<file path="config.mk">
export PLATFORM = sky130hd
export DESIGN_NAME = pipe_stage_skid
export DESIGN_NICKNAME = d
export VERILOG_FILES = /design/src/rtl/pipe_pkg.sv /design/src/rtl/pipe_sat_counter.sv /design/src/rtl/pipe_stage_skid.sv
export SDC_FILE = /design/constraint.sdc
export NUM_CORES = 1
export LEC_CHECK = 0
export CAP_MARGIN = 20
export CELL_PAD_IN_SITES_DETAIL_PLACEMENT = 1
export CELL_PAD_IN_SITES_GLOBAL_PLACEMENT = 1
export CORE_UTILIZATION = 38
export DETAILED_ROUTE_END_ITERATION = 8
export GPL_ROUTABILITY_DRIVEN = 0
export PLACE_DENSITY = 0.92
export SLEW_MARGIN = 10
export SYNTH_ARGS = -nofsm -noshare
export SYNTH_HDL_FRONTEND = slang
export SYNTH_SLANG_ARGS = --single-unit
</file>
<file path="constraint.sdc">
create_clock -name clk -period 4.3 [get_ports clk]
set_input_delay 0.86 -clock clk [delete_from_list [all_inputs] [get_ports clk]]
set_output_delay 0.86 -clock clk [all_outputs]
set_load 0.03 [all_outputs]
</file>
<file path="src/rtl/pipe_pkg.sv">
// Shared constants for the pipeline stage registers.
package pipe_pkg;

  // RV32I canonical NOP: addi x0, x0, 0
  localparam logic [31:0] RV32I_NOP = 32'h0000_0013;

  // Control defaults: bubble has no side effects (no RegWrite/MemRead/MemWrite)
  localparam int unsigned CTRL_W_DEF      = 8;
  localparam logic [CTRL_W_DEF-1:0] CTRL_BUBBLE_DEF = '0;

  // Default width of the performance counters
  localparam int unsigned STAT_W_DEF = 16;

endpackage

</file>
<file path="src/rtl/pipe_sat_counter.sv">
// Saturating event counter with synchronous clear, used for stall statistics.
module pipe_sat_counter
  import pipe_pkg::*;
#(
  parameter int unsigned W = STAT_W_DEF
) (
  input  logic         clk,
  input  logic         rst,
  input  logic         clr_i,
  input  logic         inc_i,
  output logic [W-1:0] cnt_o
);

  logic [W-1:0] cnt_q, cnt_d;

  // Next count: clear wins, otherwise increment until all-ones
  always_comb begin
    cnt_d = cnt_q;
    if (clr_i) begin
      cnt_d = '0;
    end else if (inc_i && (cnt_q != '1)) begin
      cnt_d = cnt_q + 1'b1;
    end
  end

  // Count register, synchronous reset
  always_ff @(posedge clk) begin
    if (rst) begin
      cnt_q <= '0;
    end else begin
      cnt_q <= cnt_d;
    end
  end

  assign cnt_o = cnt_q;

endmodule

</file>
<file path="src/rtl/pipe_stage_skid.sv">
// Pipeline stage register with valid/ready handshake and a one-entry skid behind
// the main entry, so in_ready can be registered without losing throughput.
module pipe_stage_skid
  import pipe_pkg::*;
#(
  parameter int unsigned        DATA_W      = 32,
  parameter int unsigned        CTRL_W      = CTRL_W_DEF,
  parameter logic [DATA_W-1:0]  NOP_DATA    = DATA_W'(RV32I_NOP),
  parameter logic [CTRL_W-1:0]  CTRL_BUBBLE = CTRL_W'(CTRL_BUBBLE_DEF),
  parameter int unsigned        STAT_W      = STAT_W_DEF
) (
  input  logic              clk,
  input  logic              rst,
  input  logic              in_valid,
  output logic              in_ready,
  input  logic [CTRL_W-1:0] in_ctrl,
  input  logic [DATA_W-1:0] in_data,
  input  logic              flush,
  output logic              out_valid,
  input  logic              out_ready,
  output logic [CTRL_W-1:0] out_ctrl,
  output logic [DATA_W-1:0] out_data,
  output logic [1:0]        occupancy,
  output logic [STAT_W-1:0] stall_cnt
);

  logic              main_valid_q, main_valid_d;
  logic [CTRL_W-1:0] main_ctrl_q, main_ctrl_d;
  logic [DATA_W-1:0] main_data_q, main_data_d;
  logic              skid_valid_q, skid_valid_d;
  logic [CTRL_W-1:0] skid_ctrl_q, skid_ctrl_d;
  logic [DATA_W-1:0] skid_data_q, skid_data_d;

  logic acc, fire;

  // in_ready comes straight from a flop, never from out_ready
  assign in_ready = ~skid_valid_q;
  assign acc      = in_valid & in_ready;
  assign fire     = main_valid_q & out_ready;

  // Entry next-state: flush drops everything, else advance the main/skid pair in order
  always_comb begin
    main_valid_d = main_valid_q;
    main_ctrl_d  = main_ctrl_q;
    main_data_d  = main_data_q;
    skid_valid_d = skid_valid_q;
    skid_ctrl_d  = skid_ctrl_q;
    skid_data_d  = skid_data_q;

    if (flush) begin
      main_valid_d = 1'b0;
      main_ctrl_d  = CTRL_BUBBLE;
      main_data_d  = NOP_DATA;
      skid_valid_d = 1'b0;
      skid_ctrl_d  = CTRL_BUBBLE;
      skid_data_d  = NOP_DATA;
    end else if (!main_valid_q) begin
      if (acc) begin
        main_valid_d = 1'b1;
        main_ctrl_d  = in_ctrl;
        main_data_d  = in_data;
      end
    end else if (fire) begin
      if (skid_valid_q) begin
        // in_ready is low here, so no new payload can arrive this cycle
        main_valid_d = 1'b1;
        main_ctrl_d  = skid_ctrl_q;
        main_data_d  = skid_data_q;
        skid_valid_d = 1'b0;
      end else if (acc) begin
        main_valid_d = 1'b1;
        main_ctrl_d  = in_ctrl;
        main_data_d  = in_data;
      end else begin
        // Data is left in place so out_data holds its last value
        main_valid_d = 1'b0;
      end
    end else if (acc) begin
      skid_valid_d = 1'b1;
      skid_ctrl_d  = in_ctrl;
      skid_data_d  = in_data;
    end
  end

  // Entry registers, synchronous reset overrides flush and handshakes
  always_ff @(posedge clk) begin
    if (rst) begin
      main_valid_q <= 1'b0;
      main_ctrl_q  <= CTRL_BUBBLE;
      main_data_q  <= NOP_DATA;
      skid_valid_q <= 1'b0;
      skid_ctrl_q  <= CTRL_BUBBLE;
      skid_data_q  <= NOP_DATA;
    end else begin
      main_valid_q <= main_valid_d;
      main_ctrl_q  <= main_ctrl_d;
      main_data_q  <= main_data_d;
      skid_valid_q <= skid_valid_d;
      skid_ctrl_q  <= skid_ctrl_d;
      skid_data_q  <= skid_data_d;
    end
  end

  assign out_valid = main_valid_q;
  assign out_ctrl  = main_valid_q ? main_ctrl_q : CTRL_BUBBLE;
  assign out_data  = main_data_q;
  assign occupancy = {1'b0, main_valid_q} + {1'b0, skid_valid_q};

  // Backpressure statistic; only reset clears it, flush does not
  pipe_sat_counter #(
    .W (STAT_W)
  ) u_stall_cnt (
    .clk   (clk),
    .rst   (rst),
    .clr_i (1'b0),
    .inc_i (main_valid_q & ~out_ready),
    .cnt_o (stall_cnt)
  );

endmodule

</file>
# --- Yosys cells after proc, flatten, opt, wreduce, memory -nomap -nowiden ---
# Cells that the tools add are included.
# Widths: inputs -> output; s select.
totals:
  regBits: 98
  input_bits: 45
  output_inout_bits: 60
  elab_cells: 37
classes:
  add_sub_neg: 2
  n_eq_ne: 2
  muxes: 15
  bitwise: 6
  reduce_logical: 5
ops:
  columns: ["cell", "n"]
  rows:
  - ["$mux 32", 4]
  - ["$mux 8", 5]
  - ["$add 16x1->16 const B", 1]
  - ["$ne 16x16->1 const B", 1]
  - ["$mux 1", 6]
  - ["$and 1x1->1", 3]
  - ["$not 1->1", 3]
  - ["$reduce_and 3->1", 1]
  - ["$add 1x1->2", 1]
  - ["$ne 2x1->1 const B", 1]
  - ["$reduce_and 2->1", 1]
  - ["$reduce_bool 2->1", 1]
  - ["$reduce_or 2->1", 1]
  - ["$logic_and 1x1->1", 1]

# --- Longest topological paths before layout ---
# Gate-level depths: netlist of the first run.
depth:
  word_depth: 6
  ltp_mapped: 6
  depth_no_buf: 5

# --- Modules after synthesis ---
# A second synthesis of the first run with hierarchy kept.
hier_totals:
  cells_unflattened: 446
  hier_area_um2: 4164.0
modules_own_cells:
  columns: ["module", "instances", "cells_per_inst", "area_each_um2", "seq_area_each_um2"]
  rows:
  - ["pipe_stage_skid", 1, 344, 3246.9, 1641.6]
  - ["pipe_sat_counter", 1, 102, 917.1, 320.3]

# --- Worst setup path after synthesis of the first run ---
# No wires, ideal clock.
synth_path:
  path_type: "input -> register"
  from: "input port out_ready"
  to: "register u_stall_cnt.cnt_q[10] (netlist: u_stall_cnt.cnt_o[10])"
  setup_time_ns: 0.070
  arrival_time_ns: 2.101
  required_ns: 4.230
  path_slack_ns: 2.128
  path_stages: 6
  path_buffers: 2
  path_cell_list: "nand2b_1 -> buf_6 -> or2_0 -> buf_2 -> or4_1 -> a21oi_1"
synth_between:
  elab_chain_cells: 3
synth_lines:
  columns: ["element", "line_no", "source"]
  rows:
  - ["start, declared", "pipe_stage_skid.sv:20", "input logic out_ready,"]
  - ["$not 1->1", "pipe_stage_skid.sv:116", ".inc_i (main_valid_q & ~out_ready),"]
  - ["$and 1x1->1", "pipe_stage_skid.sv:116", null]
  - ["$logic_and 1x1->1", "pipe_sat_counter.sv:21", "end else if (inc_i && (cnt_q != '1)) begin"]
  - ["end signal, assigned", "pipe_sat_counter.sv:31", "cnt_q <= cnt_d;"]
  - ["end, declared", "pipe_sat_counter.sv:14", "logic [W-1:0] cnt_q, cnt_d;"]
# No other way between the ends.
# A chain may end at the register's enable or synchronous reset.

# --- Final worst setup path of the first run ---
layout_path:
  from: "register main_valid_q (netlist: out_valid)"
  to: "output port occupancy[0]"
layout_between:
  elab_chain_cells: 1
layout_lines:
  columns: ["element", "line_no", "source"]
  rows:
  - ["start, declared", "pipe_stage_skid.sv:27", "logic main_valid_q, main_valid_d;"]
  - ["start signal, assigned", "pipe_stage_skid.sv:95", "main_valid_q <= main_valid_d;"]
  - ["$add 1x1->2", "pipe_stage_skid.sv:107", "assign occupancy = {1'b0, main_valid_q} + {1'b0, skid_valid_q};"]
  - ["end, declared", "pipe_stage_skid.sv:23", "output logic [1:0] occupancy,"]
# No other way between the ends.

==> flow_metrics.py, run 1 <==
metrics = {
    "clock_tree": {
        "ctsHoldBuffers": 0,
        "clock_path_buffers": 2,
        "worst_skew_pair.late_latency_ns": 0.37,
        "ctsResizeCount": 0,
        "cts_setup_buffers": 0,
        "tritoncts": "built",
        "clkTransAtPathRegs_ns": 0.09,
        "clk_root_buffer_cell": "clkbuf_8",
        "numCtsBuffers": 9,
        "htreeDepth": 3,
        "numClockSinks": 98,
    },
    "logic_synthesis": {
        "netlist_instances": 479,
        "synthTopCellsByArea": "dfxtp_1 50%, a21oi_1 11%, nand2_1 8.0%",
        "yosys.area.top_type_share_pct": 49.9,
        "synth_edf_count": 0,
        "async_flop_share_pct": 0,
        "synth_area_um2": 3930,
        "yosysSeqAreaShare_pct": 49.9,
        "yosys-top-cells-count": "98 x dfxtp_1, 88 x a21oi_1, 84 x nand2_1",
        "yosysMostFrequentCell": "dfxtp_1",
        "yosysWarnings": 0,
        "synth_top_area_cell": "dfxtp_1",
        "ys_ff_latch": 98,
        "synthFlopType": "dfxtp_1",
        "ys_types": 40,
        "syn-num-nets": 526,
        "postSynthAreaPerCell_um2": 8.20,
    },
    "job": {
        "drv_cap": 0,
    },
    "global_routing": {
        "grt_pass1_vias": 4117,
        "grt_pass1_wl_um": 21300,
        "grt_usage_pct": 24.5,
        "grt_antenna_before_repair": 0,
        "grt_overflow_total": 0,
        "grt_start_max_net_pins": 43,
    },
    "drt": {
        "viasPerCell": 5.74,
        "wl_per_cell_um": 18.9,
        "drt-pass1-iter-count": 5,
        "finalWirelength_um": 13200,
        "drc": 0,
        "drtIter0Drc": 182,
        "ant_nets": 0,
        "vias": 4015,
    },
    "worst_setup_path": {
        "start_kind": "flip-flop",
        "path_max_fanout": 17,
        "worst_path_max_delay_cell": "dfxtp_1",
        "endpoint_kind": "primary output",
        "crit_family": "flip-flops",
        "critPathBufInv": 1,
        "crit_chain": "ha_1 -> clkdlybuf4s50_1",
        "arrival_ns": 2.08,
        "critPathMaxStageDelay_ns": 0.77,
        "worstSetupPathType": "reg -> out",
        "crit_required_ns": 3.44,
    },
    "place": {
        "io_buffers": 104,
        "dp.final_hpwl_um": 8530,
    },
    "sta": {
        "worstMarginPinSlew_ns": 0.970,
        "hold_violations": 0,
        "skew_ns": 0.0133,
        "rsz0062_at_grt": "false",
        "min_period_ns": 2.94,
        "finalSetupViolCount": 0,
        "fin_crit_sh_pct": 68.4,
        "setup_tns_ns": 0,
        "max_freq_mhz": 340,
        "relSlewSlack_pct": 35.2,
        "maxSlewViolCount": 0,
    },
    "hold_path": {
        "min_path_type": "reg -> reg",
    },
    "outcome": {
        "status": "finished clean",
    },
    "power": {
        "leakagePower_nw": 1.73,
        "p_comb_share_pct": 11.7,
        "p_sw_share_pct": 26.4,
        "internal_power_mw": 1.29,
        "p_per_area_nw_per_um2": 334,
        "seq_power_share_pct": 53.9,
        "vdd_ir_drop_max_mv": 0.181,
        "clock_power_share_pct": 34.4,
        "switchingPower_mw": 0.461,
    },
    "finish": {
        "syn2layout_area_growth_pct": 33.1,
        "final_nets": 609,
        "drive_gt1_share_pct": 5.65,
        "insertedDiodeCount": 0,
        "utilization_pct": 52.8,
    },
    "floorplanning": {
        "dieHeight_um": 104,
        "num_rows": 36,
        "ioPinCount": 105,
        "die_width_um": 104,
        "die-area_um2": 10800,
        "coreArea_um2": 9910,
        "start_util_pct": 39.7,
    },
}
==> cells by family after synthesis <==
group / Yosys count / share of synthesized area, %
buf+inv: 42 / 4.23
flops: 98 / 49.9
fa+ha+maj: 2 / 0.637
compound gates: 187 / 26.2
simple gates: 144 / 17.4
mux: 6 / 1.66
==> state kept, by name (all words and copies together) (netlist names) <==
signal	flops
out_valid	1
skid_data_q	32
skid_valid_q	1
skid_ctrl_q	8
out_data	32
u_stall_cnt.cnt_o	16
main_ctrl_q	8
==> power groups by stage <==
stage / registers (mW) / logic [mW] / clock network [mW]
after global routing: 0.944 / 0.217 / 0.646
after detailed placement: 0.963 / 0.202 / 0
after global placement: 0.961 / 0.195 / 0
after CTS: 0.942 / 0.203 / 0.602
after floorplan: 0.987 / 0.0704 / 0
final: 0.942 / 0.204 / 0.600
==> final cells by class <==
class                   count  area (µm²)
well taps                 133         166
repair buffers            110        1090
inverters                   4        15.0
clock buffers              11         131
multi-input cells         339        1820
flip-flops and latches     98        1960
clock inverters             4        52.6
fillers                  1192        4680
==> per-layer routing <==
metal,vias up,wire [µm],part of all wire (%),GRT usage [%]
li1,1872,-,-,-
met4,0,301,2.3,8.98
met3,26,558,4.2,4.85
met2,122,6720,51,43.1
met5,-,0,0,0
met1,1995,5630,43,29.6
==> final timing paths <==
check | from | cells after the start | slack [ns] | end
max | out_valid$_SDFF_PP0_ | 2 | 1.36 | occupancy[0]
min | skid_data_q[31]$_SDFFE_PP0P_ | 2 | 0.47 | skid_data_q[31]$_SDFFE_PP0P_
max reg2reg | out_valid$_SDFF_PP0_ | 4 | 1.67 | skid_data_q[30]$_SDFFE_PP0P_
min reg2reg | skid_data_q[31]$_SDFFE_PP0P_ | 2 | 0.47 | skid_data_q[31]$_SDFFE_PP0P_
==> worst reg2reg max path: cells and delay by family (launching register included) <==
kind / cells / cell delay (ns)
AND/OR/NAND/NOR: 3 / 1.60
flip-flops: 1 / 0.77
AO/OA/AOI/OAI: 1 / 0.19
==> layout by cell type (no fill, tap or decap), types with 4 or more instances in the layout <==
cell type / count
a211oi_1: 6
a21oi_1: 88
and2_1: 9
buf_4: 6
clkbuf_8: 9
clkdlybuf4s50_1: 104
dfxtp_1: 98
inv_1: 4
mux2_2: 4
nand2_1: 84
nand3_1: 8
nor2_1: 8
nor2b_1: 7
o21ai_0: 39
o21ai_1: 4
o22ai_1: 37
o31ai_1: 4
or4_1: 4
==> metrics by stage <==
step | total power, mW | area (µm²) | worst slack (ns) | std cells | hold slack [ns]
6_report | 1.75 | 5230 | 1.36 | 699 | 0.466
5_1_grt | 1.81 | 5230 | 1.26 | 699 | 0.485
4_1_cts | 1.75 | 5230 | 1.35 | 699 | 0.464
3_5_place_dp | 1.16 | 5050 | 1.15 | 684 | 0.451
3_3_place_gp | 1.16 | 5050 | 1.33 | 684 | 0.442
2_1_floorplan | 1.06 | 3930 | 2.13 | 479 | 0.437
Note: power is estimated with default switching activity, not from simulation.
==> inputs of run 2 (changes only) <==
--- a/config.mk
+++ b/config.mk
@@ -8,10 +8,10 @@
 export CAP_MARGIN = 20
 export CELL_PAD_IN_SITES_DETAIL_PLACEMENT = 1
 export CELL_PAD_IN_SITES_GLOBAL_PLACEMENT = 1
-export CORE_UTILIZATION = 38
+export CORE_UTILIZATION = 35
 export DETAILED_ROUTE_END_ITERATION = 8
 export GPL_ROUTABILITY_DRIVEN = 0
-export PLACE_DENSITY = 0.92
+export PLACE_DENSITY = 0.86
 export SLEW_MARGIN = 10
 export SYNTH_ARGS = -nofsm -noshare
 export SYNTH_HDL_FRONTEND = slang
==> constraint.sdc (replaced) <==
create_clock -name clk -period 2.9 [get_ports clk]
set_input_delay 0.58 -clock clk [delete_from_list [all_inputs] [get_ports clk]]
set_output_delay 0.58 -clock clk [all_outputs]
set_load 0.03 [all_outputs]
==> flow_metrics.py, run 2 (synthesized netlist as in run 1, its figures left out) <==
metrics = {
    "clock_tree": {
        "clock_path_buffers": 2,
        "clkTransAtPathRegs_ns": 0.09,
        "numCtsBuffers": 9,
        "htreeDepth": 3,
        "tritoncts": "built",
        "clk_root_buffer_cell": "clkbuf_8",
        "ctsHoldBuffers": 0,
        "ctsResizeCount": 0,
        "numClockSinks": 98,
        "cts_setup_buffers": 0,
        "worst_skew_pair.late_latency_ns": 0.36,
    },
    "global_routing": {
        "grt_pass1_vias": 3913,
        "grt_overflow_total": 0,
        "grt_pass1_wl_um": 19700,
        "grt_start_max_net_pins": 43,
        "grt_usage_pct": 21.5,
        "grt_antenna_before_repair": 0,
    },
    "drt": {
        "drt-pass1-iter-count": 4,
        "drtIter0Drc": 129,
        "vias": 3893,
        "viasPerCell": 5.49,
        "finalWirelength_um": 12100,
        "wl_per_cell_um": 17.1,
        "drc": 0,
        "ant_nets": 0,
    },
    "sta": {
        "finalSetupViolCount": 0,
        "relSlewSlack_pct": 37.6,
        "min_period_ns": 2.63,
        "max_freq_mhz": 381,
        "maxSlewViolCount": 0,
        "hold_violations": 0,
        "setup_tns_ns": 0,
        "rsz0062_at_grt": "false",
        "fin_crit_sh_pct": 90.5,
        "worstMarginPinSlew_ns": 0.934,
        "skew_ns": 0.0164,
    },
    "worst_setup_path": {
        "worstSetupPathType": "reg -> out",
        "reg2reg_depth": 4,
        "r2r_slack_ns": 0.65,
        "r2r-end": "u_stall_cnt.cnt_o[6]$_SDFFE_PP0P_",
        "start_kind": "flip-flop",
        "arrival_ns": 2.05,
        "r2r_start": "out_valid$_SDFF_PP0_",
        "crit_required_ns": 2.32,
        "path_max_fanout": 17,
        "endpoint_kind": "primary output",
    },
    "hold_path": {
        "min_path_type": "reg -> reg",
        "worstHoldEndpoint": "skid_data_q[29]$_SDFFE_PP0P_",
        "min_path_cells": 2,
        "min_from": "skid_data_q[29]$_SDFFE_PP0P_",
    },
    "power": {
        "leakagePower_nw": 1.75,
        "p_total_mw": 2.60,
        "vdd_ir_drop_max_mv": 0.240,
        "p_per_area_nw_per_um2": 491,
    },
    "floorplanning": {
        "num_rows": 38,
        "ioPinCount": 105,
        "coreArea_um2": 10900,
        "die_width_um": 108,
        "dieHeight_um": 108,
        "start_util_pct": 36.1,
        "die-area_um2": 11700,
    },
    "place": {
        "dp.final_hpwl_um": 8200,
        "io_buffers": 104,
    },
    "finish": {
        "insertedDiodeCount": 0,
        "drive_gt1_share_pct": 6.50,
        "final_common_cell": "clkdlybuf4s50_1",
        "fillers": 1305,
        "multi_input_area_um2": 1820,
        "syn2layout_area_growth_pct": 34.5,
        "regArea_um2": 1960,
        "final_cell_mix": "104 x clkdlybuf4s50_1, 98 x dfxtp_1, 88 x a21oi_1",
        "final_nets": 612,
    },
    "job": {
        "drv_cap": 0,
    },
    "outcome": {
        "status": "finished clean",
    },
}
==> run 2: worst max-delay path by stage <==
| stage | to | slack, ns | startpoint | depth (start not counted) |
|---|---|---|---|---|
| after floorplan | u_stall_cnt.cnt_o[10]$_SDFFE_PP0P_ | 0.88 | u_stall_cnt.cnt_o[0]$_SDFFE_PP0P_ | 6 |
| after global placement | u_stall_cnt.cnt_o[10]$_SDFFE_PP0P_ | 0.36 | out_ready | 5 |
| after detailed placement | out_data[4]$_SDFFE_PP1P_ | 0.29 | out_ready | 6 |
| after CTS | occupancy[0] | 0.23 | out_valid$_SDFF_PP0_ | 2 |
| after global routing | occupancy[1] | 0.17 | out_valid$_SDFF_PP0_ | 2 |
| final | occupancy[1] | 0.27 | out_valid$_SDFF_PP0_ | 2 |
==> run 2: power by group <==
part           switching, mW  internal (mW)
registers             0.0199           1.38
clock network          0.476          0.424
logic                  0.168          0.132
total                  0.664           1.93
==> run 2: layer usage <==
layer	wire length, µm	track usage (%)	part of all wire [%]
met1	5300	26.4	44
met2	6170	38.3	51
met3	438	3.13	3.6
met4	193	7.44	1.6
met5	0	0	0
==> run 2: worst max-delay path, stage by stage (launching register included) <==
cell and delay [ns]:
dfxtp_1 0.72, ha_1 0.30, clkdlybuf4s50_1 0.68
==> run 2: final cells by class <==
| cell class | count | share of cell area (%) |
|---|---|---|
| flip-flops and latches | 98 | 37.1 |
| multi-input cells | 339 | 34.5 |
| clock inverters | 5 | 1.21 |
| inverters | 4 | 0.284 |
| well taps | 140 | 3.31 |
| clock buffers | 10 | 2.60 |
| repair buffers | 113 | 21.0 |
==> run 2: stage by stage <==
stage               util [%]  cell area [µm²]  cells  worst slack, ns  hold slack, ns
CTS                     48.6             5290    709            0.231           0.466
floorplan                  -             3930    479            0.882           0.437
detailed placement      46.7             5080    694            0.292           0.452
global placement        46.7             5080    694            0.364           0.442
finish                  48.6             5290    709            0.274           0.465
global route            48.6             5290    709            0.172           0.482
==> inputs of run 3 (changes only) <==
--- a/config.mk
+++ b/config.mk
@@ -5,6 +5,7 @@
 export SDC_FILE = /design/constraint.sdc
 export NUM_CORES = 1
 export LEC_CHECK = 0
+export ABC_AREA = 1
 export CAP_MARGIN = 20
 export CELL_PAD_IN_SITES_DETAIL_PLACEMENT = 1
 export CELL_PAD_IN_SITES_GLOBAL_PLACEMENT = 1
==> flow_metrics.py, run 3 <==
metrics = {
    "floorplanning": {
        "dieHeight_um": 111,
        "coreArea_um2": 11500,
        "start_util_pct": 36.1,
        "die_width_um": 111,
        "ioPinCount": 105,
        "die-area_um2": 12300,
        "num_rows": 39,
    },
    "worst_setup_path": {
        "path_max_fanout": 13,
        "crit_required_ns": 2.32,
        "crit_family": "flip-flops",
        "crit_chain": "ha_1 -> clkdlybuf4s50_1",
        "worst_path_max_delay_cell": "dfxtp_1",
        "endpoint_kind": "primary output",
        "critPathMaxStageDelay_ns": 0.62,
        "worstSetupPathType": "reg -> out",
        "start_kind": "flip-flop",
        "critPathBufInv": 1,
        "arrival_ns": 1.87,
    },
    "drt": {
        "drc": 0,
        "drtIter0Drc": 171,
        "drt-pass1-iter-count": 4,
        "ant_nets": 0,
        "finalWirelength_um": 13100,
        "viasPerCell": 5.35,
        "vias": 4138,
        "wl_per_cell_um": 16.9,
    },
    "clock_tree": {
        "tritoncts": "built",
        "ctsResizeCount": 0,
        "clkTransAtPathRegs_ns": 0.07,
        "worst_skew_pair.late_latency_ns": 0.35,
        "htreeDepth": 3,
        "clk_root_buffer_cell": "clkbuf_16",
        "clock_path_buffers": 2,
        "cts_setup_buffers": 0,
        "numCtsBuffers": 9,
        "ctsHoldBuffers": 0,
        "numClockSinks": 98,
    },
    "logic_synthesis": {
        "synth_top_area_cell": "dfxtp_1",
        "ys_types": 31,
        "synth_edf_count": 0,
        "async_flop_share_pct": 0,
        "postSynthAreaPerCell_um2": 7.70,
        "netlist_instances": 538,
        "yosys-top-cells-count": "98 x dfxtp_1, 94 x nor2_1, 63 x nand2_1",
        "yosysSeqAreaShare_pct": 47.3,
        "yosysWarnings": 0,
        "synth_area_um2": 4150,
        "ys_ff_latch": 98,
        "synthTopCellsByArea": "dfxtp_1 47%, nor2_1 8.5%, nand2_1 5.7%",
        "synthFlopType": "dfxtp_1",
        "yosys.area.top_type_share_pct": 47.3,
        "yosysMostFrequentCell": "dfxtp_1",
        "syn-num-nets": 585,
    },
    "finish": {
        "final_common_cell": "clkdlybuf4s50_1",
        "drive_gt1_share_pct": 8.10,
        "fin_cells": 773,
        "insertedDiodeCount": 0,
        "multi_input_area_um2": 1890,
        "final_nets": 672,
        "fillers": 1405,
        "regArea_um2": 1960,
        "final_cell_mix": "104 x clkdlybuf4s50_1, 98 x dfxtp_1, 94 x nor2_1",
        "syn2layout_area_growth_pct": 34.5,
    },
    "global_routing": {
        "met1_usage_pct": 24.7,
        "grt_start_max_net_pins": 63,
        "grt_pass1_vias": 4445,
        "top_usage_layer": "met2",
        "globalRouteMet3Util_pct": 5.41,
        "grt_usage_pct": 21.6,
        "grt_antenna_before_repair": 1,
        "grt_pass1_wl_um": 21400,
        "met2_usage_pct": 38.9,
        "grt_overflow_total": 0,
    },
    "sta": {
        "rsz0062_at_grt": "false",
        "worstMarginPinSlew_ns": 0.514,
        "setup_tns_ns": 0,
        "hold_slack_ns": 0.459,
        "relSlewSlack_pct": 65.7,
        "fin_crit_sh_pct": 84.3,
        "max_freq_mhz": 409,
        "maxSlewViolCount": 0,
        "hold_violations": 0,
        "min_period_ns": 2.45,
        "finalSetupViolCount": 0,
        "fin_ws_ns": 0.455,
        "skew_ns": 0.0102,
    },
    "power": {
        "seq_power_share_pct": 47.3,
        "p_per_area_nw_per_um2": 530,
        "p_sw_share_pct": 25.6,
        "clock_power_share_pct": 41.6,
        "leakagePower_nw": 2.04,
        "p_comb_share_pct": 11.1,
        "vdd_ir_drop_max_mv": 0.353,
        "internal_power_mw": 2.20,
        "switchingPower_mw": 0.758,
    },
    "hold_path": {
        "min_path_type": "reg -> reg",
    },
    "job": {
        "drv_cap": 0,
    },
    "place": {
        "io_buffers": 104,
        "pre_cts_ws_ns": 0.619,
        "dp.final_hpwl_um": 8830,
        "dp.cells": 757,
    },
    "outcome": {
        "status": "finished clean",
    },
}
## run 3: area by class of cell
cell class	count	area share, %
Sequential cell	98	35.2
Multi-Input combinational cell	376	33.9
Timing Repair Buffer	112	20.4
Clock buffer	10	4.11
Tap cell	143	3.21
Inverter	28	1.89
Clock inverter	6	1.28
## run 3: cells by family after synthesis
| logic type | synth area share (%) |
|---|---|
| compound gates | 23.5 |
| xor+xnor | 1.27 |
| fa+ha+maj | 0.604 |
| buf+inv | 7.39 |
| flops | 47.3 |
| simple gates | 19.9 |
## run 3: path summary, 6_finish.rpt
kind | startpoint | endpoint | slack (ns) | depth (start not counted)
setup / recovery | out_valid$_SDFF_PP0_ | occupancy[0] | 0.45 | 2
hold / removal | out_data[0]$_SDFFE_PP1P_ | out_data[0]$_SDFFE_PP1P_ | 0.46 | 2
setup reg to reg | out_valid$_SDFF_PP0_ | u_stall_cnt.cnt_o[15]$_SDFFE_PP0P_ | 0.92 | 7
hold reg to reg | out_data[0]$_SDFFE_PP1P_ | out_data[0]$_SDFFE_PP1P_ | 0.46 | 2
## run 3: routing by layer
metal,part of all wire (%),up-vias
met5,0.084,-
met4,1.4,2
met3,4.3,22
met2,52,99
met1,43,2024
li1,-,1991
## run 3: stage by stage
step | area, µm² | power [mW] | util (%)
detailed placement | 5270 | 1.76 | 46.0
global route | 5570 | 3.07 | 48.6
global placement | 5270 | 1.74 | 46.0
finish | 5570 | 2.96 | 48.6
floorplan | 4150 | 1.60 | -
CTS | 5570 | 2.98 | 48.6
## run 3: power groups by stage
stage          combinational [mW]  clock [mW]  sequential, mW
4_1_cts                     0.330        1.25            1.40
5_1_grt                     0.353        1.31            1.40
6_report                    0.328        1.23            1.40
3_5_place_dp                0.327           0            1.43
2_1_floorplan               0.129           0            1.47
3_3_place_gp                0.315           0            1.43
## run 3: worst register-to-register path, delay by kind of cell, from the launching register on
kind          cells  cell delay [ns]
flops             1             0.62
simple gates      5             0.91
buf+inv           2             0.36
